[src/rtl/ldpc_layered_oms_decoder.sv]
// Layered offset-min-sum LDPC decoder for any M x N parity-check matrix.
// Check rows are processed serially (SCAN then UPD per row), with a syndrome check after every iteration.
module ldpc_layered_oms_decoder #(
    parameter int             M        = 2,
    parameter int             N        = 4,
    parameter logic [M*N-1:0] H_MATRIX = 8'b1110_1011,
    parameter int             LLR_W    = 6,
    parameter int             GAMMA_W  = 8,
    parameter int             MSG_W    = 5,
    parameter int             OFFSET   = 1,
    parameter int             MAX_ITER = 10,
    parameter int             ITER_W   = 4
) (
    input  logic              clk,
    input  logic              rst,
    input  logic              llr_valid,
    output logic              llr_ready,
    input  logic [LLR_W-1:0]  llr_in,
    output logic              cw_valid,
    input  logic              cw_ready,
    output logic [N-1:0]      codeword,
    output logic [ITER_W-1:0] iterations,
    output logic              converged,
    output logic              busy
);

    localparam int CW    = (N > 1) ? $clog2(N) : 1;
    localparam int RW    = (M > 1) ? $clog2(M) : 1;
    localparam int MAG_W = MSG_W - 1;
    localparam logic [MAG_W-1:0] MAX_MAG = {MAG_W{1'b1}};
    localparam logic [MAG_W-1:0] OFF_V   = MAG_W'(OFFSET);
    localparam int G_LIM = (1 << (GAMMA_W - 1)) - 1;
    localparam logic signed [GAMMA_W:0] G_MAX = (GAMMA_W + 1)'(G_LIM);
    localparam logic signed [GAMMA_W:0] G_MIN = -G_MAX;

    typedef enum logic [2:0] {IDLE, LOAD, SCAN, UPD, SYND, DECIDE, FINISH, OUT} state_t;

    // Symmetric clamp: the most negative code is never produced, so negation cannot wrap.
    function automatic logic signed [GAMMA_W-1:0] sat_g(input logic signed [GAMMA_W:0] x);
        logic signed [GAMMA_W:0] y;
        if (x > G_MAX)      y = G_MAX;
        else if (x < G_MIN) y = G_MIN;
        else                y = x;
        return y[GAMMA_W-1:0];
    endfunction

    state_t state_q, state_d;

    logic signed [GAMMA_W-1:0] gamma [N];
    logic signed [GAMMA_W-1:0] beta  [N];
    logic signed [MSG_W-1:0]   alpha [M][N];
    logic [N-1:0]              h_rows [M];
    logic [N-1:0]              hard;

    logic [CW-1:0]     col, idx1, nxt_idx1;
    logic [RW-1:0]     row;
    logic [ITER_W-1:0] iter;
    logic [MAG_W-1:0]  min1, min2, nxt_min1, nxt_min2, cur_min1, cur_min2;
    logic              sgn, nxt_sgn, cur_sgn;
    logic [M-1:0]      par, par_next;

    logic last_col, last_row, h_bit, accept, done;

    logic signed [GAMMA_W-1:0] llr_ext, beta_c, gamma_new;
    logic signed [GAMMA_W:0]   ga_ext, al_ext, diff, be_ext, an_ext, sum;
    logic [GAMMA_W-1:0]        beta_abs;
    logic [MAG_W-1:0]          mag, m_sel, m_off;
    logic [MSG_W-1:0]          a_mag;
    logic signed [MSG_W-1:0]   alpha_new;
    logic                      beta_neg, s_upd;

    for (genvar r = 0; r < M; r++) begin : g_hrow
        assign h_rows[r] = H_MATRIX[r*N +: N];
    end

    for (genvar c = 0; c < N; c++) begin : g_hard
        assign hard[c] = gamma[c][GAMMA_W-1];
    end

    assign last_col = (col == CW'(N - 1));
    assign last_row = (row == RW'(M - 1));
    assign h_bit    = h_rows[row][col];
    assign accept   = llr_valid && llr_ready;
    assign done     = (par == '0) || (iter == ITER_W'(MAX_ITER));
    assign llr_ext  = {{(GAMMA_W - LLR_W){llr_in[LLR_W-1]}}, llr_in};

    // Column 0 of a SCAN restarts the min/sign tracking for the new row.
    always_comb begin
        ga_ext   = {gamma[col][GAMMA_W-1], gamma[col]};
        al_ext   = {{(GAMMA_W + 1 - MSG_W){alpha[row][col][MSG_W-1]}}, alpha[row][col]};
        diff     = ga_ext - al_ext;
        beta_c   = sat_g(diff);
        beta_neg = beta_c[GAMMA_W-1];
        beta_abs = beta_neg ? -beta_c : beta_c;
        mag      = (beta_abs > {{(GAMMA_W - MAG_W){1'b0}}, MAX_MAG}) ? MAX_MAG : beta_abs[MAG_W-1:0];
        cur_min1 = (col == '0) ? MAX_MAG : min1;
        cur_min2 = (col == '0) ? MAX_MAG : min2;
        cur_sgn  = (col == '0) ? 1'b0 : sgn;
        nxt_min1 = cur_min1;
        nxt_min2 = cur_min2;
        nxt_idx1 = (col == '0) ? '0 : idx1;
        nxt_sgn  = cur_sgn;
        if (h_bit) begin
            if (mag < cur_min1) begin
                nxt_min2 = cur_min1;
                nxt_min1 = mag;
                nxt_idx1 = col;
            end else if (mag < cur_min2) begin
                nxt_min2 = mag;
            end
            nxt_sgn = cur_sgn ^ beta_neg;
        end
    end

    always_comb begin
        m_sel     = (col == idx1) ? min2 : min1;
        m_off     = (m_sel > OFF_V) ? (m_sel - OFF_V) : '0;
        s_upd     = sgn ^ beta[col][GAMMA_W-1];
        a_mag     = {1'b0, m_off};
        alpha_new = s_upd ? -a_mag : a_mag;
        be_ext    = {beta[col][GAMMA_W-1], beta[col]};
        an_ext    = {{(GAMMA_W + 1 - MSG_W){alpha_new[MSG_W-1]}}, alpha_new};
        sum       = be_ext + an_ext;
        gamma_new = sat_g(sum);
    end

    always_comb begin
        par_next = (col == '0) ? '0 : par;
        for (int r = 0; r < M; r++) begin
            par_next[r] = par_next[r] ^ (h_rows[r][col] & hard[col]);
        end
    end

    always_ff @(posedge clk) begin
        if (rst) state_q <= IDLE;
        else     state_q <= state_d;
    end

    always_comb begin
        state_d = state_q;
        case (state_q)
            IDLE:    state_d = LOAD;
            LOAD:    if (accept && last_col) state_d = SCAN;
            SCAN:    if (last_col) state_d = UPD;
            UPD:     if (last_col) state_d = last_row ? SYND : SCAN;
            SYND:    if (last_col) state_d = DECIDE;
            DECIDE:  state_d = done ? FINISH : SCAN;
            FINISH:  state_d = OUT;
            OUT:     if (cw_ready) state_d = LOAD;
            default: state_d = IDLE;
        endcase
    end

    always_comb begin
        llr_ready = (state_q == LOAD);
        cw_valid  = (state_q == OUT);
    end

    always_ff @(posedge clk) begin
        if (rst) begin
            for (int c = 0; c < N; c++) begin
                gamma[c] <= '0;
                beta[c]  <= '0;
            end
            for (int r = 0; r < M; r++) begin
                for (int c = 0; c < N; c++) alpha[r][c] <= '0;
            end
            col        <= '0;
            row        <= '0;
            iter       <= '0;
            min1       <= '0;
            min2       <= '0;
            idx1       <= '0;
            sgn        <= 1'b0;
            par        <= '0;
            codeword   <= '0;
            iterations <= '0;
            converged  <= 1'b0;
            busy       <= 1'b0;
        end else begin
            case (state_q)
                LOAD: begin
                    for (int r = 0; r < M; r++) begin
                        for (int c = 0; c < N; c++) alpha[r][c] <= '0;
                    end
                    row  <= '0;
                    iter <= ITER_W'(1);
                    if (accept) begin
                        gamma[col] <= llr_ext;
                        col        <= last_col ? '0 : col + 1'b1;
                        busy       <= 1'b1;
                    end
                end
                SCAN: begin
                    if (h_bit) beta[col] <= beta_c;
                    min1 <= nxt_min1;
                    min2 <= nxt_min2;
                    idx1 <= nxt_idx1;
                    sgn  <= nxt_sgn;
                    col  <= last_col ? '0 : col + 1'b1;
                end
                UPD: begin
                    if (h_bit) begin
                        alpha[row][col] <= alpha_new;
                        gamma[col]      <= gamma_new;
                    end
                    col <= last_col ? '0 : col + 1'b1;
                    if (last_col) row <= last_row ? '0 : row + 1'b1;
                end
                SYND: begin
                    par <= par_next;
                    col <= last_col ? '0 : col + 1'b1;
                end
                DECIDE: begin
                    if (done) begin
                        codeword   <= hard;
                        iterations <= iter;
                        converged  <= (par == '0);
                    end else begin
                        iter <= iter + 1'b1;
                    end
                end
                OUT: begin
                    if (cw_ready) busy <= 1'b0;
                end
                default: ;
            endcase
        end
    end

endmodule

[config.mk]
export PLATFORM = sky130hd
export DESIGN_NAME = ldpc_layered_oms_decoder
export DESIGN_NICKNAME = d
export VERILOG_FILES = /design/src/rtl/ldpc_layered_oms_decoder.sv
export SDC_FILE = /design/constraint.sdc
export NUM_CORES = 1
export LEC_CHECK = 0
export CAP_MARGIN = 20
export CORE_MARGIN = 5
export CORE_UTILIZATION = 25
export DETAILED_ROUTE_END_ITERATION = 10
export PLACE_DENSITY_LB_ADDON = 0.15
export SLEW_MARGIN = 20
export SYNTH_ARGS = -nofsm -noshare
export SYNTH_HDL_FRONTEND = slang
export SYNTH_SLANG_ARGS = --single-unit
export TNS_END_PERCENT = 10
[constraint.sdc]
create_clock -name clk -period 16.7 [get_ports clk]
set_input_delay 3.34 -clock clk [delete_from_list [all_inputs] [get_ports clk]]
set_output_delay 3.34 -clock clk [all_outputs]
set_load 0.005 [all_outputs]
# After elaboration in Yosys (flattened, before gate mapping)
# Memories as Yosys holds them, arrays and structs flattened. A register that Yosys moved wholly into a read port is not among the register bits.
# Cells that the tools add are included.
word_totals:
  register_bits: 33
  mem_bits_rw: 104
  inputBits: 10
  wordCells: 189
  n_memories: 3
op_classes:
  add_sub_neg: 8
  magnitude_cmp: 12
  eq_ne: 17
  muxes: 98
  n_bitwise: 17
  n_reduce_logical: 21
mem_list:
  columns: ["memory", "words", "width", "read_ports", "rd_ports_with_merged_regs", "wr", "line_no", "text"]
  rows:
  - ["alpha", 2, 20, 1, 1, 2, "51", "logic signed [MSG_W-1:0] alpha [M][N];"]
  - ["beta", 4, 8, 1, 1, 4, "50", "logic signed [GAMMA_W-1:0] beta [N];"]
  - ["gamma", 4, 8, 5, 1, 4, "49", "logic signed [GAMMA_W-1:0] gamma [N];"]
op_table:
  columns: ["op", "n"]
  rows:
  - ["$mux W8", 8]
  - ["$mux W20", 3]
  - ["$mux W5", 12]
  - ["$mux W4", 13]
  - ["$mux W1", 31]
  - ["$mux W2", 12]
  - ["$mux W3", 8]
  - ["$pmux W3 S8", 1]
  - ["$reduce_or A20 Y1", 1]
  - ["$gt A9 B8 Y1 const B", 2]
  - ["$lt A9 B8 Y1 const B", 2]
  - ["$reduce_or A8 Y1", 2]
  - ["$eq A3 B3 Y1 const B", 4]
  - ["$bmux W5 S2", 1]
  - ["$demux W5 S2", 1]
  - ["$add A8 B5 Y9", 1]
  - ["$or A1 B1 Y1", 9]
  - ["$sub A8 B5 Y9", 1]
  - ["$bmux W1 S2", 4]
  - ["$gt A8 B4 Y1 const B", 1]
  - ["$lt A4 B4 Y1", 2]
  - ["$ne A2 B2 Y1 const B", 4]
  - ["$neg A8 Y8", 1]
  - ["$pmux W4 S2", 1]
  - ["31 further kinds", 48]

# Longest topological paths before layout
logic_depth:
  ltp_word: 16
  ltp_mapped: 31
  ltp_nobuf: 26

# Least setup slack after synthesis
# OpenSTA, ideal clock, no wires.
synth_path:
  path_kind: "reg2reg"
  from: "reg (tool-made name)"
  to: "reg min2[3]"
  setup_time_ps: 91
  arrival_time_ps: 6974
  t_required_ps: 16609
  setup_slack_ps: 9635
  stages_incl_launch_ff: 29
  n_path_buf: 6
  cell_sequence: "dfxtp_1 clkbuf_1 buf_1 mux4_2 ha_1 buf_2 o21ai_1 a21oi_2 o21a_1 buf_2 nor3_1 a211oi_1 and2_1 clkbuf_1 ha_1 nand3_1 mux2i_1 mux2_1 or4_1 and2_4 a211o_1 ha_1 nand2_1 nor3_1 a221o_1 a311oi_4 buf_6 nor3_1 a311oi_1"
synth_rtl:
  columns: ["element", "line_no", "text"]
  rows:
  - ["to (signal assigned)", "197", "min2 <= nxt_min2;"]
  - ["to (decl)", "58", "logic [MAG_W-1:0] min1, min2, nxt_min1, nxt_min2, cur_min1, cur_min2;"]

# Worst setup path in the final report
layout_path:
  from: "reg col[0]"
  to: "reg min2[2]"
layout_between:
  elab_chain_cells: 16
  elab_cells_between_ends: 23
  cone_classes: "add/sub (2); order compare (5); mux (14); bitwise (1); reduce/logical (1)"
layout_rtl:
  columns: ["element", "line_no", "text"]
  rows:
  - ["from (decl)", "55", "logic [CW-1:0] col, idx1, nxt_idx1;"]
  - ["from (signal assigned)", "190", "col <= last_col ? '0 : col + 1'b1;"]
  - ["from (signal assigned)", "200", "col <= last_col ? '0 : col + 1'b1;"]
  - ["from (signal assigned)", "207", "col <= last_col ? '0 : col + 1'b1;"]
  - ["$not A2 Y3 (implied by the code)", "90", "al_ext = {{(GAMMA_W + 1 - MSG_W){alpha[row][col][MSG_W-1]}}, alpha[row][col]};"]
  - ["$bmux W5 S2", "90", null]
  - ["$mux W5 (implied by the code) (2 in series)", "90", null]
  - ["$sub A8 B5 Y9", "91", "diff = ga_ext - al_ext;"]
  - ["$lt A9 B8 Y1", "42", "else if (x < G_MIN) y = G_MIN;"]
  - ["$mux W8", "42", null]
  - ["$mux W8", "41", "if (x > G_MAX) y = G_MAX;"]
  - ["$neg A8 Y8", "94", "beta_abs = beta_neg ? -beta_c : beta_c;"]
  - ["$mux W8", "94", null]
  - ["$gt A8 B4 Y1", "95", "mag = (beta_abs > {{(GAMMA_W - MAG_W){1'b0}}, MAX_MAG}) ? MAX_MAG : beta_abs[MAG_W-1:0];"]
  - ["$mux W4", "95", null]
  - ["$lt A4 B4 Y1", "108", "end else if (mag < cur_min2) begin"]
  - ["$mux W4", "108", null]
  - ["$mux W4", "104", "if (mag < cur_min1) begin"]
  - ["$mux W4 (*)", "103", "if (h_bit) begin"]
# Mark *: on every way between the ends. The rest lies on a longest branch, timed or not. The select of a mux whose other input is x is not followed.
# A chain may end at the register's enable or synchronous reset.

==> impl_metrics.prom <==
# TYPE chip_impl_metric gauge
chip_impl_metric{name="achievable_freq",unit="MHz"} 124
chip_impl_metric{name="die_height",unit="µm"} 191
chip_impl_metric{name="drive_gt1_share",unit="%"} 11.3
chip_impl_metric{name="r2r_cells",unit=""} 23
chip_impl_metric{name="num_vias",unit=""} 6061
chip_impl_metric{name="yosysTopAreaCellShare",unit="%"} 38.1
chip_impl_metric{name="post-route-drc-count",unit=""} 0
chip_impl_metric{name="power.density",unit="nW/µm²"} 106
chip_impl_metric{name="core_area",unit="µm²"} 32500
chip_impl_info{name="hold_path_startpoint",value="converged"} 1
chip_impl_metric{name="avgViaCountPerCell",unit=""} 4.83
chip_impl_metric{name="placementRows",unit=""} 66
chip_impl_metric{name="mappedNetlistArea",unit="µm²"} 8200
chip_impl_metric{name="antenna_found_initial",unit=""} 0
chip_impl_metric{name="clock_insertion_delay_worst_skew",unit="ns"} 0.43
chip_impl_metric{name="post_synthesis_async_set_or_reset_flop_share",unit="%"} 0
chip_impl_metric{name="grt_max_degree",unit=""} 30
chip_impl_metric{name="finalCriticalPeriod",unit="ns"} 8.05
chip_impl_metric{name="p_leak",unit="µW"} 0.00339
chip_impl_metric{name="floorplan.initialDensity",unit="%"} 25.3
chip_impl_info{name="timing.critical_path.from_type",value="flip-flop"} 1
chip_impl_metric{name="hold_depth",unit=""} 2
chip_impl_metric{name="io_buffers",unit=""} 21
chip_impl_metric{name="grt_remaining_overflow",unit=""} 0
chip_impl_metric{name="critical_path_cell_count",unit=""} 23
chip_impl_metric{name="worst_slew_pin_slew",unit="ns"} 0.931
chip_impl_info{name="synthTopCellsByArea",value="sky130_fd_sc_hd__edfxtp_1, sky130_fd_sc_hd__dfxtp_1, sky130_fd_sc_hd__mux4_2"} 1
chip_impl_metric{name="synth.lib_cells_used.distinct",unit=""} 83
chip_impl_info{name="status",value="finished clean"} 1
chip_impl_metric{name="fillerInstances",unit=""} 3426
chip_impl_metric{name="dp_hpwl",unit="µm"} 17700
chip_impl_metric{name="required",unit="ns"} 17.03
chip_impl_metric{name="worst_setup_hold_path_clk_slew",unit="ns"} 0.06
chip_impl_metric{name="finalSetupTns",unit="ns"} 0
chip_impl_metric{name="synth_fp_nets",unit=""} 836
chip_impl_metric{name="utilization",unit="%"} 29.2
chip_impl_info{name="critical-path-slowest-cell",value="sky130_fd_sc_hd__xor2_1"} 1
chip_impl_metric{name="drt-total-wl",unit="µm"} 24100
chip_impl_info{name="critical_path.startpoint",value="col[0]"} 1
chip_impl_metric{name="die-area",unit="µm²"} 36500
chip_impl_metric{name="route.antenna.remaining_nets",unit=""} 0
chip_impl_info{name="synth.most_common_cell",value="sky130_fd_sc_hd__nor2_1"} 1
chip_impl_metric{name="total_switching_power",unit="µW"} 295
chip_impl_metric{name="clockPowerShare",unit="%"} 39.8
chip_impl_metric{name="die_width",unit="µm"} 191
chip_impl_metric{name="grt_pass1_vias",unit=""} 6108
chip_impl_metric{name="layout_worst_path_cycle_share",unit="%"} 48.2
chip_impl_metric{name="timing.final.setup_violations",unit=""} 0
chip_impl_metric{name="peakVddDrop",unit="mV"} 0.0516
chip_impl_metric{name="synth_seq_cells",unit=""} 140
chip_impl_metric{name="yosysSeqAreaShare",unit="%"} 46.9
chip_impl_metric{name="routed_wire_length_per_instance",unit="µm"} 19.2
chip_impl_metric{name="post_cts_resized",unit=""} 0
chip_impl_metric{name="finalClockSkew",unit="ns"} 0.0110
chip_impl_info{name="hold_path.class",value="flip-flop to flip-flop"} 1
chip_impl_metric{name="crit_path_largest_cell_delay",unit="ns"} 0.78
chip_impl_metric{name="numCtsBuffers",unit=""} 17
chip_impl_info{name="grt_setup_unrepaired",value="no"} 1
chip_impl_metric{name="cap_violations",unit=""} 0
chip_impl_metric{name="grt_util_all_layers",unit="%"} 13.6
chip_impl_metric{name="htree_levels",unit=""} 4
chip_impl_metric{name="seqPwrFrac",unit="%"} 39.1
chip_impl_metric{name="finalNetCount",unit=""} 846
chip_impl_metric{name="detailedRoute.firstIterationViolations",unit=""} 346
chip_impl_info{name="critical_path_capture_point_type",value="flip-flop"} 1
chip_impl_metric{name="finalHoldViolCount",unit=""} 0
chip_impl_metric{name="syn_to_final_growth",unit="%"} 15.7
chip_impl_info{name="cts_root_buffer",value="sky130_fd_sc_hd__clkbuf_16"} 1
chip_impl_info{name="timing_worst_setup_path_type",value="flip-flop to flip-flop"} 1
chip_impl_metric{name="clk_path_buf_depth",unit=""} 2
chip_impl_info{name="synth_ff_type",value="sky130_fd_sc_hd__edfxtp_1"} 1
chip_impl_metric{name="postSynthAreaPerCell",unit="µm²"} 10.3
chip_impl_info{name="ys_top_cells_by_count",value="sky130_fd_sc_hd__nor2_1, sky130_fd_sc_hd__edfxtp_1, sky130_fd_sc_hd__nand2_1"} 1
chip_impl_metric{name="slew_viol_final",unit=""} 0
chip_impl_info{name="cts_tree",value="done"} 1
chip_impl_metric{name="globalplace.congestion",unit=""} 0.840
chip_impl_info{name="yosys.area.top_type",value="sky130_fd_sc_hd__edfxtp_1"} 1
chip_impl_metric{name="pin_count",unit=""} 22
chip_impl_metric{name="synth_edf_count",unit=""} 104
chip_impl_info{name="crit_family",value="compound AO/OA/AOI/OAI gates"} 1
chip_impl_metric{name="dr.pass1.iters",unit=""} 5
chip_impl_metric{name="ys_warn_count",unit=""} 0
chip_impl_metric{name="cts.sink_count",unit=""} 140
chip_impl_metric{name="post_cts_setup_bufs",unit=""} 0
chip_impl_metric{name="slew-limit-headroom",unit="%"} 37.7
chip_impl_metric{name="syn-instance-count",unit=""} 793
chip_impl_metric{name="grt_first_pass_wirelength",unit="µm"} 37600
chip_impl_metric{name="power.share.switching",unit="%"} 29.4
chip_impl_metric{name="share_comb_of_total_power",unit="%"} 21.1
chip_impl_info{name="dominant_cell_type_by_count_on_the_critical_path",value="sky130_fd_sc_hd__ha_1"} 1
chip_impl_info{name="crit_path_cell_trace",value="buf_4 > mux4_2 > mux2i_1 > ha_1 > nand3_1 > a211oi_2 > nor3_1 > xor2_1 > maj3_1 > ha_1 > nand3_1 > mux2i_1 > mux2_1 > or4_1 > and2_4 > a211o_1 > ha_1 > nand2_1 > nor3_1 > a221o_1 > a311oi_4 > a21oi_1 > o32ai_1"} 1
chip_impl_metric{name="worst-path-max-fanout",unit=""} 21
chip_impl_metric{name="power_report.internal_total",unit="µW"} 708
chip_impl_info{name="worst_r2r_src",value="col[0]"} 1
chip_impl_metric{name="insertedDiodeCount",unit=""} 0
chip_impl_metric{name="arrival",unit="ns"} 8.39
chip_impl_metric{name="postCtsHoldBufs",unit=""} 0
chip_impl_metric{name="cp_num_buf_inv",unit=""} 1
==> worst register-to-register path: stages, from the launching register on <==
cell and delay [ns]:
sky130_fd_sc_hd__dfxtp_1 0.57, sky130_fd_sc_hd__buf_4 0.39, sky130_fd_sc_hd__mux4_2 0.35, sky130_fd_sc_hd__mux2i_1 0.41, sky130_fd_sc_hd__ha_1 0.47, sky130_fd_sc_hd__nand3_1 0.21, sky130_fd_sc_hd__a211oi_2 0.08, sky130_fd_sc_hd__nor3_1 0.44
sky130_fd_sc_hd__xor2_1 0.78, sky130_fd_sc_hd__maj3_1 0.46, sky130_fd_sc_hd__ha_1 0.24, sky130_fd_sc_hd__nand3_1 0.08, sky130_fd_sc_hd__mux2i_1 0.17, sky130_fd_sc_hd__mux2_1 0.33, sky130_fd_sc_hd__or4_1 0.51, sky130_fd_sc_hd__and2_4 0.18
sky130_fd_sc_hd__a211o_1 0.29, sky130_fd_sc_hd__ha_1 0.36, sky130_fd_sc_hd__nand2_1 0.11, sky130_fd_sc_hd__nor3_1 0.05, sky130_fd_sc_hd__a221o_1 0.36, sky130_fd_sc_hd__a311oi_4 0.67, sky130_fd_sc_hd__a21oi_1 0.14, sky130_fd_sc_hd__o32ai_1 0.30
==> layer usage <==
metal	GRT usage [%]	share of wire [%]	vias to the layer above
li1	-	-	2932
met1	18.8	48	2994
met2	22.0	47	112
met3	2.32	2.8	23
met4	3.98	1.6	0
met5	0	0	-
==> placed cells by master (no fill, tap or decap), types with 8 or more instances in the layout <==
cell	instances
sky130_fd_sc_hd__a211oi_1	10
sky130_fd_sc_hd__a21oi_1	32
sky130_fd_sc_hd__a31oi_1	8
sky130_fd_sc_hd__buf_4	11
sky130_fd_sc_hd__clkbuf_16	17
sky130_fd_sc_hd__clkdlybuf4s50_1	20
sky130_fd_sc_hd__dfxtp_1	36
sky130_fd_sc_hd__edfxtp_1	104
sky130_fd_sc_hd__ha_1	31
sky130_fd_sc_hd__inv_1	30
sky130_fd_sc_hd__mux2i_1	17
sky130_fd_sc_hd__mux4_2	27
sky130_fd_sc_hd__nand2_1	53
sky130_fd_sc_hd__nand2b_1	14
sky130_fd_sc_hd__nand3_1	20
sky130_fd_sc_hd__nor2_1	157
sky130_fd_sc_hd__nor2b_1	16
sky130_fd_sc_hd__nor3_1	20
sky130_fd_sc_hd__o21ai_0	24
sky130_fd_sc_hd__xnor2_1	11
==> path summary, 6_finish.rpt <==
| check | slack [ns] | endpoint |
|---|---|---|
| hold reg to reg | 0.49 | converged |
| hold / removal | 0.49 | converged |
| setup reg to reg | 8.65 | min2[2] |
| setup / recovery | 8.65 | min2[2] |
==> metrics by stage <==
stage               area, µm²  hold WS [ns]  total power (µW)  std cells  worst slack (ns)
floorplan                8200         0.465               553        793              9.63
global placement         8880         0.476               613       1225              8.89
detailed placement       8880         0.480               610       1225              8.69
CTS                      9480         0.488              1010       1255              8.67
global route             9490         0.504              1050       1256              8.06
finish                   9490         0.489              1000       1256              8.65
==> registers in the layout, indices dropped and copies added (netlist names), 2 cells and up, named ones only <==
| name | count |
|---|---|
| par | 2 |
| iterations | 4 |
| min2 | 4 |
| state_q | 3 |
| beta | 32 |
| alpha | 40 |
| iter | 4 |
| min1 | 4 |
| gamma | 32 |
| col | 2 |
| idx1 | 2 |
| codeword | 4 |
==> cell families after synthesis <==
group                      Yosys count  share of synthesized area (%)
AOI/OAI and AO/OA                  148                           13.1
xor gates and xnor gates            20                           2.23
adders and majority gates           40                           6.09
buffers and inverters               73                           3.63
DFF                                140                           46.9
muxes                               46                           9.76
and+or+nand+nor                    326                           18.4
==> final cells by class <==
class / count / area, µm² / share of cell area (%)
tap: 442 / 553 / 5.83
clock buffer: 19 / 433 / 4.56
timing repair buffer: 32 / 288 / 3.03
clock inverter: 11 / 171 / 1.81
inverter: 32 / 120 / 1.27
sequential: 140 / 3840 / 40.5
multi-input combinational: 580 / 4080 / 43.0
==> power groups by stage <==
stage          Combinational (µW)  Sequential [µW]  Clock [µW]
2_1_floorplan                 158              395           0
3_3_place_gp                  213              400           0
3_5_place_dp                  211              400           0
4_1_cts                       212              392         406
5_1_grt                       231              393         421
6_report                      212              392         399
(Power assumes the default switching activity.)
